[config.mk]
export PLATFORM = sky130hd
export DESIGN_NAME = encoder38_sync_flat
export DESIGN_NICKNAME = d
export VERILOG_FILES = /design/src/rtl/encoder38_pkg.sv /design/src/rtl/encoder38_sync_if.sv /design/src/rtl/debounce_vec.sv /design/src/rtl/encoder38_sync.sv /design/src/flat_wrapper.sv
export SDC_FILE = /design/constraint.sdc
export NUM_CORES = 1
export LEC_CHECK = 0
export ABC_CLOCK_PERIOD_IN_PS = 2750
export CORE_MARGIN = 2
export CORE_UTILIZATION = 56
export DETAILED_ROUTE_END_ITERATION = 10
export PLACE_DENSITY_LB_ADDON = 0.3
export SLEW_MARGIN = 5
export SYNTH_ARGS = -nofsm -noshare
export SYNTH_HDL_FRONTEND = slang
export SYNTH_SLANG_ARGS = --single-unit
[constraint.sdc]
create_clock -name i_clk -period 2.75 [get_ports i_clk]
set_input_delay 0.55 -clock i_clk [delete_from_list [all_inputs] [get_ports i_clk]]
set_output_delay 0.55 -clock i_clk [all_outputs]
set_load 0.03 [all_outputs]
[src/rtl/encoder38_pkg.sv]
// Shared types, constants and encode helpers for the 8-to-3 registered encoder.
package encoder38_pkg;

  localparam int unsigned NUM_LINES = 8;
  localparam int unsigned SEL_W     = 3;

  typedef enum logic {
    S_IDLE,
    S_ACTIVE
  } state_t;

  // Index of the lowest set bit; bit 0 has highest priority. Returns 0 for an all-zero vector.
  function automatic logic [SEL_W-1:0] prio_enc8(input logic [NUM_LINES-1:0] v);
    logic [SEL_W-1:0] idx;
    logic             found;
    idx   = '0;
    found = 1'b0;
    for (int unsigned i = 0; i < NUM_LINES; i++) begin
      if (!found && v[i]) begin
        idx   = SEL_W'(i);
        found = 1'b1;
      end
    end
    return idx;
  endfunction

  // True when more than one bit is set (clearing the lowest set bit leaves something behind).
  function automatic logic multi_hot8(input logic [NUM_LINES-1:0] v);
    return (v & (v - 8'd1)) != '0;
  endfunction

endpackage

[src/rtl/encoder38_sync_if.sv]
// Select-line bus between external lines / control logic and the encoder.
interface encoder38_sync_if;
  import encoder38_pkg::*;

  logic [NUM_LINES-1:0] i_y;
  logic                 i_opt;
  logic [SEL_W-1:0]     o_sel;
  logic                 o_valid;
  logic                 o_multi;
  logic                 o_strobe;

  modport master (
    output i_y,
    output i_opt,
    input  o_sel,
    input  o_valid,
    input  o_multi,
    input  o_strobe
  );

  modport slave (
    input  i_y,
    input  i_opt,
    output o_sel,
    output o_valid,
    output o_multi,
    output o_strobe
  );

endinterface

[src/rtl/debounce_vec.sv]
// Two-stage synchroniser followed by a whole-vector debouncer.
// o_q is the committed vector; o_commit pulses for one cycle when o_q takes a new value.
module debounce_vec #(
  parameter int unsigned WIDTH      = 8,
  parameter int unsigned DEB_CYCLES = 16
) (
  input  logic             i_clk,
  input  logic             i_rst,
  input  logic [WIDTH-1:0] i_d,
  output logic [WIDTH-1:0] o_q,
  output logic             o_commit
);

  localparam int unsigned      CNT_W   = $clog2(DEB_CYCLES);
  localparam logic [CNT_W-1:0] CNT_MAX = CNT_W'(DEB_CYCLES - 1);

  logic [WIDTH-1:0] sync1_q, sync1_d;
  logic [WIDTH-1:0] sync2_q, sync2_d;
  logic [WIDTH-1:0] prev_q,  prev_d;
  logic [WIDTH-1:0] vec_q,   vec_d;
  logic [CNT_W-1:0] cnt_q,   cnt_d;
  logic             commit_q, commit_d;
  logic             stable;
  logic             commit;

  // Next-state: synchroniser shift, stability counter and commit decision.
  // The commit test looks at the counter's next value, so the vector is
  // committed on the same edge the count reaches DEB_CYCLES-1.
  always_comb begin
    sync1_d = i_d;
    sync2_d = sync1_q;
    prev_d  = sync2_q;
    stable  = (sync2_q == prev_q);

    if (!stable) begin
      cnt_d = '0;
    end else if (cnt_q != CNT_MAX) begin
      cnt_d = cnt_q + CNT_W'(1);
    end else begin
      cnt_d = cnt_q;
    end

    commit   = stable && (cnt_d == CNT_MAX);
    vec_d    = commit ? sync2_q : vec_q;
    commit_d = commit && (sync2_q != vec_q);
  end

  // State registers; reset discards any pending count.
  always_ff @(posedge i_clk or posedge i_rst) begin
    if (i_rst) begin
      sync1_q  <= '0;
      sync2_q  <= '0;
      prev_q   <= '0;
      vec_q    <= '0;
      cnt_q    <= '0;
      commit_q <= 1'b0;
    end else begin
      sync1_q  <= sync1_d;
      sync2_q  <= sync2_d;
      prev_q   <= prev_d;
      vec_q    <= vec_d;
      cnt_q    <= cnt_d;
      commit_q <= commit_d;
    end
  end

  assign o_q      = vec_q;
  assign o_commit = commit_q;

endmodule

[src/rtl/encoder38_sync.sv]
// Registered 8-to-3 encoder: polarity normalise, synchronise/debounce, priority
// encode, then a two-state FSM driving registered sel/valid/multi/strobe.
module encoder38_sync
  import encoder38_pkg::*;
#(
  parameter int unsigned DEB_CYCLES = 16
) (
  input logic              i_clk,
  input logic              i_rst,
  encoder38_sync_if.slave  bus
);

  logic [NUM_LINES-1:0] norm;
  logic [NUM_LINES-1:0] vec;
  logic                 commit;
  logic [SEL_W-1:0]     idx;
  logic                 multi;

  state_t               state_q,  state_d;
  logic [SEL_W-1:0]     sel_q,    sel_d;
  logic                 valid_q,  valid_d;
  logic                 multi_q,  multi_d;
  logic                 strobe_q, strobe_d;

  // Polarity is applied ahead of the synchroniser; i_opt is quasi-static, so
  // an i_opt change still reaches the debouncer as an input change.
  always_comb begin
    norm = bus.i_opt ? bus.i_y : ~bus.i_y;
  end

  debounce_vec #(
    .WIDTH      (NUM_LINES),
    .DEB_CYCLES (DEB_CYCLES)
  ) u_deb (
    .i_clk    (i_clk),
    .i_rst    (i_rst),
    .i_d      (norm),
    .o_q      (vec),
    .o_commit (commit)
  );

  // Encode the committed vector.
  always_comb begin
    idx   = prio_enc8(vec);
    multi = multi_hot8(vec);
  end

  // FSM next-state and output values; acts only when a new vector was committed.
  always_comb begin
    state_d  = state_q;
    sel_d    = sel_q;
    valid_d  = valid_q;
    multi_d  = multi_q;
    strobe_d = 1'b0;
    if (commit) begin
      unique case (state_q)
        S_IDLE: begin
          if (vec != '0) begin
            state_d  = S_ACTIVE;
            sel_d    = idx;
            valid_d  = 1'b1;
            multi_d  = multi;
            strobe_d = 1'b1;
          end
        end
        S_ACTIVE: begin
          if (vec == '0) begin
            state_d = S_IDLE;
            valid_d = 1'b0;
            multi_d = 1'b0;
          end else if ((idx != sel_q) || (multi != multi_q)) begin
            sel_d    = idx;
            multi_d  = multi;
            strobe_d = 1'b1;
          end
        end
        default: state_d = S_IDLE;
      endcase
    end
  end

  // FSM state and registered outputs.
  always_ff @(posedge i_clk or posedge i_rst) begin
    if (i_rst) begin
      state_q  <= S_IDLE;
      sel_q    <= '0;
      valid_q  <= 1'b0;
      multi_q  <= 1'b0;
      strobe_q <= 1'b0;
    end else begin
      state_q  <= state_d;
      sel_q    <= sel_d;
      valid_q  <= valid_d;
      multi_q  <= multi_d;
      strobe_q <= strobe_d;
    end
  end

  assign bus.o_sel    = sel_q;
  assign bus.o_valid  = valid_q;
  assign bus.o_multi  = multi_q;
  assign bus.o_strobe = strobe_q;

endmodule

[src/flat_wrapper.sv]
// flat-port wrapper written by rule: the top's interface ports become plain ports
module encoder38_sync_flat import encoder38_pkg::*;
#(
  parameter int unsigned DEB_CYCLES = 16
)
  (i_clk, i_rst, bus_i_y, bus_i_opt, bus_o_sel, bus_o_valid, bus_o_multi, bus_o_strobe);
  encoder38_sync_if bus_i ();
  input logic i_clk;
  input logic i_rst;
  input wire logic [$bits(bus_i.i_y)-1:0] bus_i_y;
  input wire logic [$bits(bus_i.i_opt)-1:0] bus_i_opt;
  output wire logic [$bits(bus_i.o_sel)-1:0] bus_o_sel;
  output wire logic [$bits(bus_i.o_valid)-1:0] bus_o_valid;
  output wire logic [$bits(bus_i.o_multi)-1:0] bus_o_multi;
  output wire logic [$bits(bus_i.o_strobe)-1:0] bus_o_strobe;
  assign bus_i.i_y = bus_i_y;
  assign bus_i.i_opt = bus_i_opt;
  assign bus_o_sel = bus_i.o_sel;
  assign bus_o_valid = bus_i.o_valid;
  assign bus_o_multi = bus_i.o_multi;
  assign bus_o_strobe = bus_i.o_strobe;
  encoder38_sync #(.DEB_CYCLES(DEB_CYCLES)) u_core (.i_clk(i_clk), .i_rst(i_rst), .bus(bus_i));
endmodule
==> flow_summary.ini, run 1 <==
[outcome]
run_status = complete, no violations

[sta]
max_slew.worst_pin.slew_ps = 524
max-slew-margin-rel = 0.651
period_share = 0.871
timing.fmax_ghz = 0.417
finalHoldWorstSlack_ps = 361
clock_skew_ps = 2.46
timing_hold_violations_final = 0
rsz0062_at_grt = no
timing.setup.tns_ps = 0
period_minus_slack_ps = 2400
report.final.slew_viol_count = 0
setup-violations-final = 0

[worst_setup_path]
critPathKind = flip-flop to flip-flop
critical_path.max_fanout = 7
critical_path.slowest_cell = sky130_fd_sc_hd__or4_4
worstPathArrival_ps = 2650
critical_path.endpoint_type = flip-flop
worst_path_largest_cell_delay_ps = 560
crit_path_cell_trace = or4_4 -> a2111oi_2 -> o22ai_1 -> xnor2_2 -> a41o_1 -> mux2_1
setup.worst_path.start_class = flip-flop
timing.critical_path.required_ps = 3000

[final_layout]
synthToLayoutAreaGrowth_pct = 13.2
final_nets = 196
n_antenna_cell = 0
final_non_filler_cells = 227
utilization = 0.665
fraction_of_final_layout_cells_sized_beyond_drive_strength_1 = 0.0829
layout.cell_area.non_filler_um2 = 2220

[worst_hold_path]
timing.hold.worst.class = flip-flop to flip-flop

[synthesis]
ys_seq_area_frac = 0.562
synth_edf_count = 0
post_synth.cell_area_avg_um2 = 12.2
syn_nets = 177
postSynth.asyncResetShare = 1.00
ys.flop_type = sky130_fd_sc_hd__dfrtp_1
netlist_area_um2 = 1960
post_synth_main_area_contributors = sky130_fd_sc_hd__dfrtp_1 (56%), sky130_fd_sc_hd__xor2_1 (8.0%), sky130_fd_sc_hd__mux2_1 (6.3%)
synth-seq-cells = 44
synth_commonest_cells = sky130_fd_sc_hd__dfrtp_1 (44), sky130_fd_sc_hd__xor2_1 (18), sky130_fd_sc_hd__mux2_1 (11)
most_frequently_used_cell_type_in_the_post_synthesis_netlist = sky130_fd_sc_hd__dfrtp_1
synth.lib_cells_used.distinct = 39
synth_warnings = 0
postSynthCellCount = 161
fraction_of_synthesized_cell_area_taken_by_the_top_area_cell_type = 0.562
synth_top_cell_by_area = sky130_fd_sc_hd__dfrtp_1

[clocking]
htreeDepth = 2
cts.root.buffer_cell = sky130_fd_sc_hd__clkbuf_4
clock_latency_ps = 350
post_cts.repair.setup_buffers = 0
ctsLongestPathBuffers = 2
hold_buffers = 0
tritoncts_clock_tree = built
post_cts_resize_count = 0
cts.clk_slew.worst_paths_ps = 120
clock_sink_count = 44
number_of_cts_inserted_buffers = 5

[global_routing]
first_pass_grt_wire_length_um = 5960
grt-ovfl-total = 0
global_routing_usage_summed_across_all_routing_layers = 0.195
first_global_vias = 1308
grt_start_max_net_pins = 45
antenna_found_initial = 0

[routing]
antenna_violating_nets_remaining = 0
detail_route.wirelength_um = 3220
via_density = 5.57
detail_route.iter0.violations = 66
detailedRoute.firstPassIterationCount = 4
num_vias = 1264
drc = 0
wl_per_cell_um = 14.2

[placement]
buffers_added_on_ports = 16
placedCellCount = 219
hpwlAfterDp_um = 2390
postPlaceCellArea_um2 = 2160
finalWeightedCongestion = 0.896

[floorplan]
die_area_um2 = 3990
io_pins = 17
floorplan.die.height_um = 63.2
initial_utilization = 0.588
rows = 21
die_x_um = 63.2
core_region_area_um2 = 3340

[pwr]
power.static_leakage_nw = 1.02
p_per_area_nw_per_um2 = 488
ir_worst_vdd_mv = 0.388

[job]
timing.max_cap.violations = 0
[logic make-up after synthesis]
family          Yosys count  synth area share
compound gates           25            0.0881
xor+xnor                 28             0.129
simple gates             34            0.0919
fa+ha+maj                 5            0.0319
mux                      12            0.0683
buf+inv                  13            0.0293
flops                    44             0.562
[stage by stage]
stage | worst slack (ps) | power [mW]
floorplan | 511 | 0.760
detailed placement | 367 | 0.793
CTS | 348 | 1.10
global route | 203 | 1.14
global placement | 457 | 0.788
finish | 355 | 1.08
[path summary, 6_finish.rpt]
| path | start | to | slack, ps | depth (start not counted) |
|---|---|---|---|---|
| worst min-delay path | u_core.u_deb.sync1_q[6] | u_core.u_deb.prev_d[6] | 360 | 0 |
| max in group asynchronous | i_rst | u_core.bus.o_sel[2] | 1780 | 3 |
| worst min register to register | u_core.u_deb.sync1_q[6] | u_core.u_deb.prev_d[6] | 360 | 0 |
| worst max register to register | u_core.u_deb.o_q[1] | u_core.bus.o_sel[1] | 350 | 6 |
| worst max-delay path | u_core.u_deb.o_q[1] | u_core.bus.o_sel[1] | 350 | 6 |
| min in group asynchronous | i_rst | u_core.u_deb.sync1_q[6] | 620 | 3 |
[power by group]
| group | internal, mW | leakage [nW] | switching (mW) |
|---|---|---|---|
| Sequential | 0.682 | 0.559 | 0.0243 |
| Clock | 0.102 | 0.0284 | 0.205 |
| Combinational | 0.0370 | 0.434 | 0.0335 |
| Total | 0.821 | 1.02 | 0.263 |
[final cells by class]
type                       instances  area, um^2
sequential                        44        1100
clock inverter                     2        16.3
clock buffer                       6        41.3
timing repair buffer              18         175
tap                               46        57.6
inverter                           7        26.3
fill                             275        1120
multi-input combinational        104         802
[sequential cells by signal, summed over array words and instances, names as in the netlist]
signal / cells
u_core.u_deb.o_commit: 1
u_core.u_deb.sync1_q: 8
u_core.bus.o_strobe: 1
u_core.state_q: 1
u_core.bus.o_multi: 1
u_core.u_deb.prev_q: 8
u_core.bus.o_sel: 3
u_core.bus.o_valid: 1
u_core.u_deb.cnt_q: 4
u_core.u_deb.o_q: 8
u_core.u_deb.prev_d: 8
[cells in the final DEF, fill, tap and decap left out, drive strengths merged, types with 2 or more instances in the layout]
master,instances
dfrtp,44
xor2,18
clkdlybuf4s50,16
mux2,11
nor2,10
xnor2,10
a21oi,7
inv,7
nor3,6
clkbuf,6
ha,5
o21ai,5
nor4,4
nand2,4
nand2b,2
nand3,2
a31oi,2
a211o,2
buf,2
or4,2
[per-layer routing]
metal | vias up | wire, um | GRT usage
li1 | 595 | - | -
met4 | 0 | 80 | 0.0761
met3 | 10 | 173 | 0.0554
met2 | 46 | 1670 | 0.344
met5 | - | 0 | 0
met1 | 613 | 1300 | 0.224
[worst max-delay path, delay by kind of cell, from the launching register on]
kind | cells | cell delay [ps]
DFF | 1 | 480
AOI/OAI and AO/OA | 3 | 770
xor gates and xnor gates | 1 | 170
and+or+nand+nor | 1 | 560
muxes | 1 | 320
No activity file was read; power rests on OpenSTA's default activity.
==> run 2, diff against run 1 <==
--- a/config.mk
+++ b/config.mk
@@ -6,8 +6,10 @@
 export NUM_CORES = 1
 export LEC_CHECK = 0
 export ABC_CLOCK_PERIOD_IN_PS = 2750
+export CELL_PAD_IN_SITES_DETAIL_PLACEMENT = 1
+export CELL_PAD_IN_SITES_GLOBAL_PLACEMENT = 1
 export CORE_MARGIN = 2
-export CORE_UTILIZATION = 56
+export CORE_UTILIZATION = 46
 export DETAILED_ROUTE_END_ITERATION = 10
 export PLACE_DENSITY_LB_ADDON = 0.3
 export SLEW_MARGIN = 5
==> run 2 against run 1 <==
Die area rose by 20%. Sequential power about the same. Worst setup slack worse by 31 ps. Core utilization down 11 points. Register-to-register slack worse by 30 ps. Critical path type unchanged.
==> flow_summary.ini, run 2 (synthesis gave the netlist of run 1 again) <==
[outcome]
run_status = complete, no violations

[clocking]
clock_sink_count = 44
number_of_cts_inserted_buffers = 5
cts.clk_slew.worst_paths_ps = 80
post_cts_resize_count = 0
htreeDepth = 2
hold_buffers = 0
tritoncts_clock_tree = built
cts.root.buffer_cell = sky130_fd_sc_hd__clkbuf_8
post_cts.repair.setup_buffers = 0
ctsLongestPathBuffers = 2
clock_latency_ps = 290

[worst_hold_path]
timing.hold.worst.class = flip-flop to flip-flop
holdPathEnd = u_core.u_deb.prev_d[4]
worst_hold_start = u_core.u_deb.sync1_q[4]
min_path_cells = 0

[pwr]
internal_power_uw = 920
p_sw_frac = 0.224
combinationalPowerShare = 0.060
p_switching_uw = 265
seq_power_share = 0.599
p_per_area_nw_per_um2 = 524
ir_worst_vdd_mv = 0.471
clkPwrFrac = 0.341
power.static_leakage_nw = 1.04

[final_layout]
n_antenna_cell = 0
fraction_of_final_layout_cells_sized_beyond_drive_strength_1 = 0.0884
multiInputGateArea_um2 = 802
most_common_cell_after_layout_fill_and_taps_aside = sky130_fd_sc_hd__dfrtp_1
synthToLayoutAreaGrowth_pct = 15.3
regArea_um2 = 1100
final_nets = 196
mostFrequentLayoutCells = sky130_fd_sc_hd__dfrtp_1 (44), sky130_fd_sc_hd__xor2_1 (18), sky130_fd_sc_hd__clkdlybuf4s50_1 (16)
final.fill_count = 409

[floorplan]
die_area_um2 = 4800
initial_utilization = 0.483
die_x_um = 69.3
io_pins = 17
rows = 23
floorplan.die.height_um = 69.3
core_region_area_um2 = 4060

[sta]
period_share = 0.882
timing_hold_violations_final = 0
report.final.slew_viol_count = 0
max_slew.worst_pin.slew_ps = 539
setup-violations-final = 0
finalHoldWorstSlack_ps = 352
clock_skew_ps = 8.03
timing.setup.tns_ps = 0
rsz0062_at_grt = no
timing.fmax_ghz = 0.412
max-slew-margin-rel = 0.640
period_minus_slack_ps = 2430

[routing]
drc = 0
detail_route.wirelength_um = 3600
antenna_violating_nets_remaining = 0
wl_per_cell_um = 15.6
via_density = 5.33
num_vias = 1232
detailedRoute.firstPassIterationCount = 4
detail_route.iter0.violations = 27

[global_routing]
grt_start_max_net_pins = 45
global_routing_usage_summed_across_all_routing_layers = 0.165
first_pass_grt_wire_length_um = 6130
grt-ovfl-total = 0
first_global_vias = 1342
antenna_found_initial = 0

[worst_setup_path]
critical_path.max_fanout = 7
reg2reg_setup_slack_ps = 320
critPathKind = flip-flop to flip-flop
setup.worst_path.start_class = flip-flop
reg2reg_from = u_core.u_deb.o_q[1]
timing.critical_path.required_ps = 2930
worstPathArrival_ps = 2600
reg2reg_to = u_core.bus.o_sel[1]
r2r_cells = 6
critical_path.endpoint_type = flip-flop

[placement]
hpwlAfterDp_um = 2720
finalWeightedCongestion = 0.754
buffers_added_on_ports = 16

[job]
timing.max_cap.violations = 0
-- run 2: cell count changes in the layout (fill, tap and decap cells not counted) --
cell / change
sky130_fd_sc_hd__clkinv_2: +2
sky130_fd_sc_hd__clkinv_4: -1
sky130_fd_sc_hd__clkinvlp_4: -1
sky130_fd_sc_hd__clkbuf_8: +6
sky130_fd_sc_hd__clkbuf_1: -1
sky130_fd_sc_hd__clkbuf_4: -5
-- run 2: cell type report --
cell class                      instances  share of cell area
Sequential cell                        44               0.487
Multi-Input combinational cell        104               0.355
Timing Repair Buffer                   18              0.0775
Clock buffer                            6              0.0365
Tap cell                               50              0.0277
Inverter                                7              0.0116
Clock inverter                          2             0.00443
-- run 2: power by group through the flow --
stage | Sequential, mW | Combinational (mW) | Clock (mW)
CTS | 0.710 | 0.0737 | 0.426
global route | 0.715 | 0.0817 | 0.447
detailed placement | 0.723 | 0.0734 | 0
global placement | 0.719 | 0.0691 | 0
floorplan | 0.714 | 0.0462 | 0
finish | 0.709 | 0.0710 | 0.404
-- run 2: worst max path at each step --
stage                                   start                   to  slack [ps]  depth (start not counted)
final                     u_core.u_deb.o_q[1]  u_core.bus.o_sel[1]         320                          6
after global routing      u_core.u_deb.o_q[1]  u_core.bus.o_sel[2]         190                          9
after CTS                 u_core.u_deb.o_q[0]  u_core.bus.o_sel[1]         340                          6
after detailed placement  u_core.u_deb.o_q[0]  u_core.bus.o_sel[1]         340                          6
after global placement    u_core.u_deb.o_q[0]  u_core.bus.o_sel[2]         470                          6
after floorplan           u_core.u_deb.o_q[2]  u_core.bus.o_sel[1]         510                          7
-- run 2: critical path: stages (launching register included) --
cell and delay [ps]:
sky130_fd_sc_hd__dfrtp_1 450, sky130_fd_sc_hd__or4_4 560, sky130_fd_sc_hd__a2111oi_2 370, sky130_fd_sc_hd__o22ai_1 190, sky130_fd_sc_hd__xnor2_2 180, sky130_fd_sc_hd__a41o_1 230
sky130_fd_sc_hd__mux2_1 340
-- run 2: per-stage QoR --
stage / total power [mW] / util / setup WS [ps] / instance area, um^2 / instances
4_1_cts: 1.21 / 0.557 / 335 / 2260 / 231
3_3_place_gp: 0.788 / 0.534 / 467 / 2170 / 223
6_report: 1.18 / 0.557 / 324 / 2260 / 231
2_1_floorplan: 0.760 / - / 511 / 1960 / 161
5_1_grt: 1.24 / 0.557 / 189 / 2260 / 231
3_5_place_dp: 0.796 / 0.534 / 340 / 2170 / 223
-- run 2: layer usage --
layer  vias to the layer above  routed length (um)  GRT usage
li1                        586                   -          -
met5                         -                   0          0
met1                       624                1500      0.190
met2                        17                1950      0.293
met4                         0                  59     0.0719
met3                         5                  98     0.0363
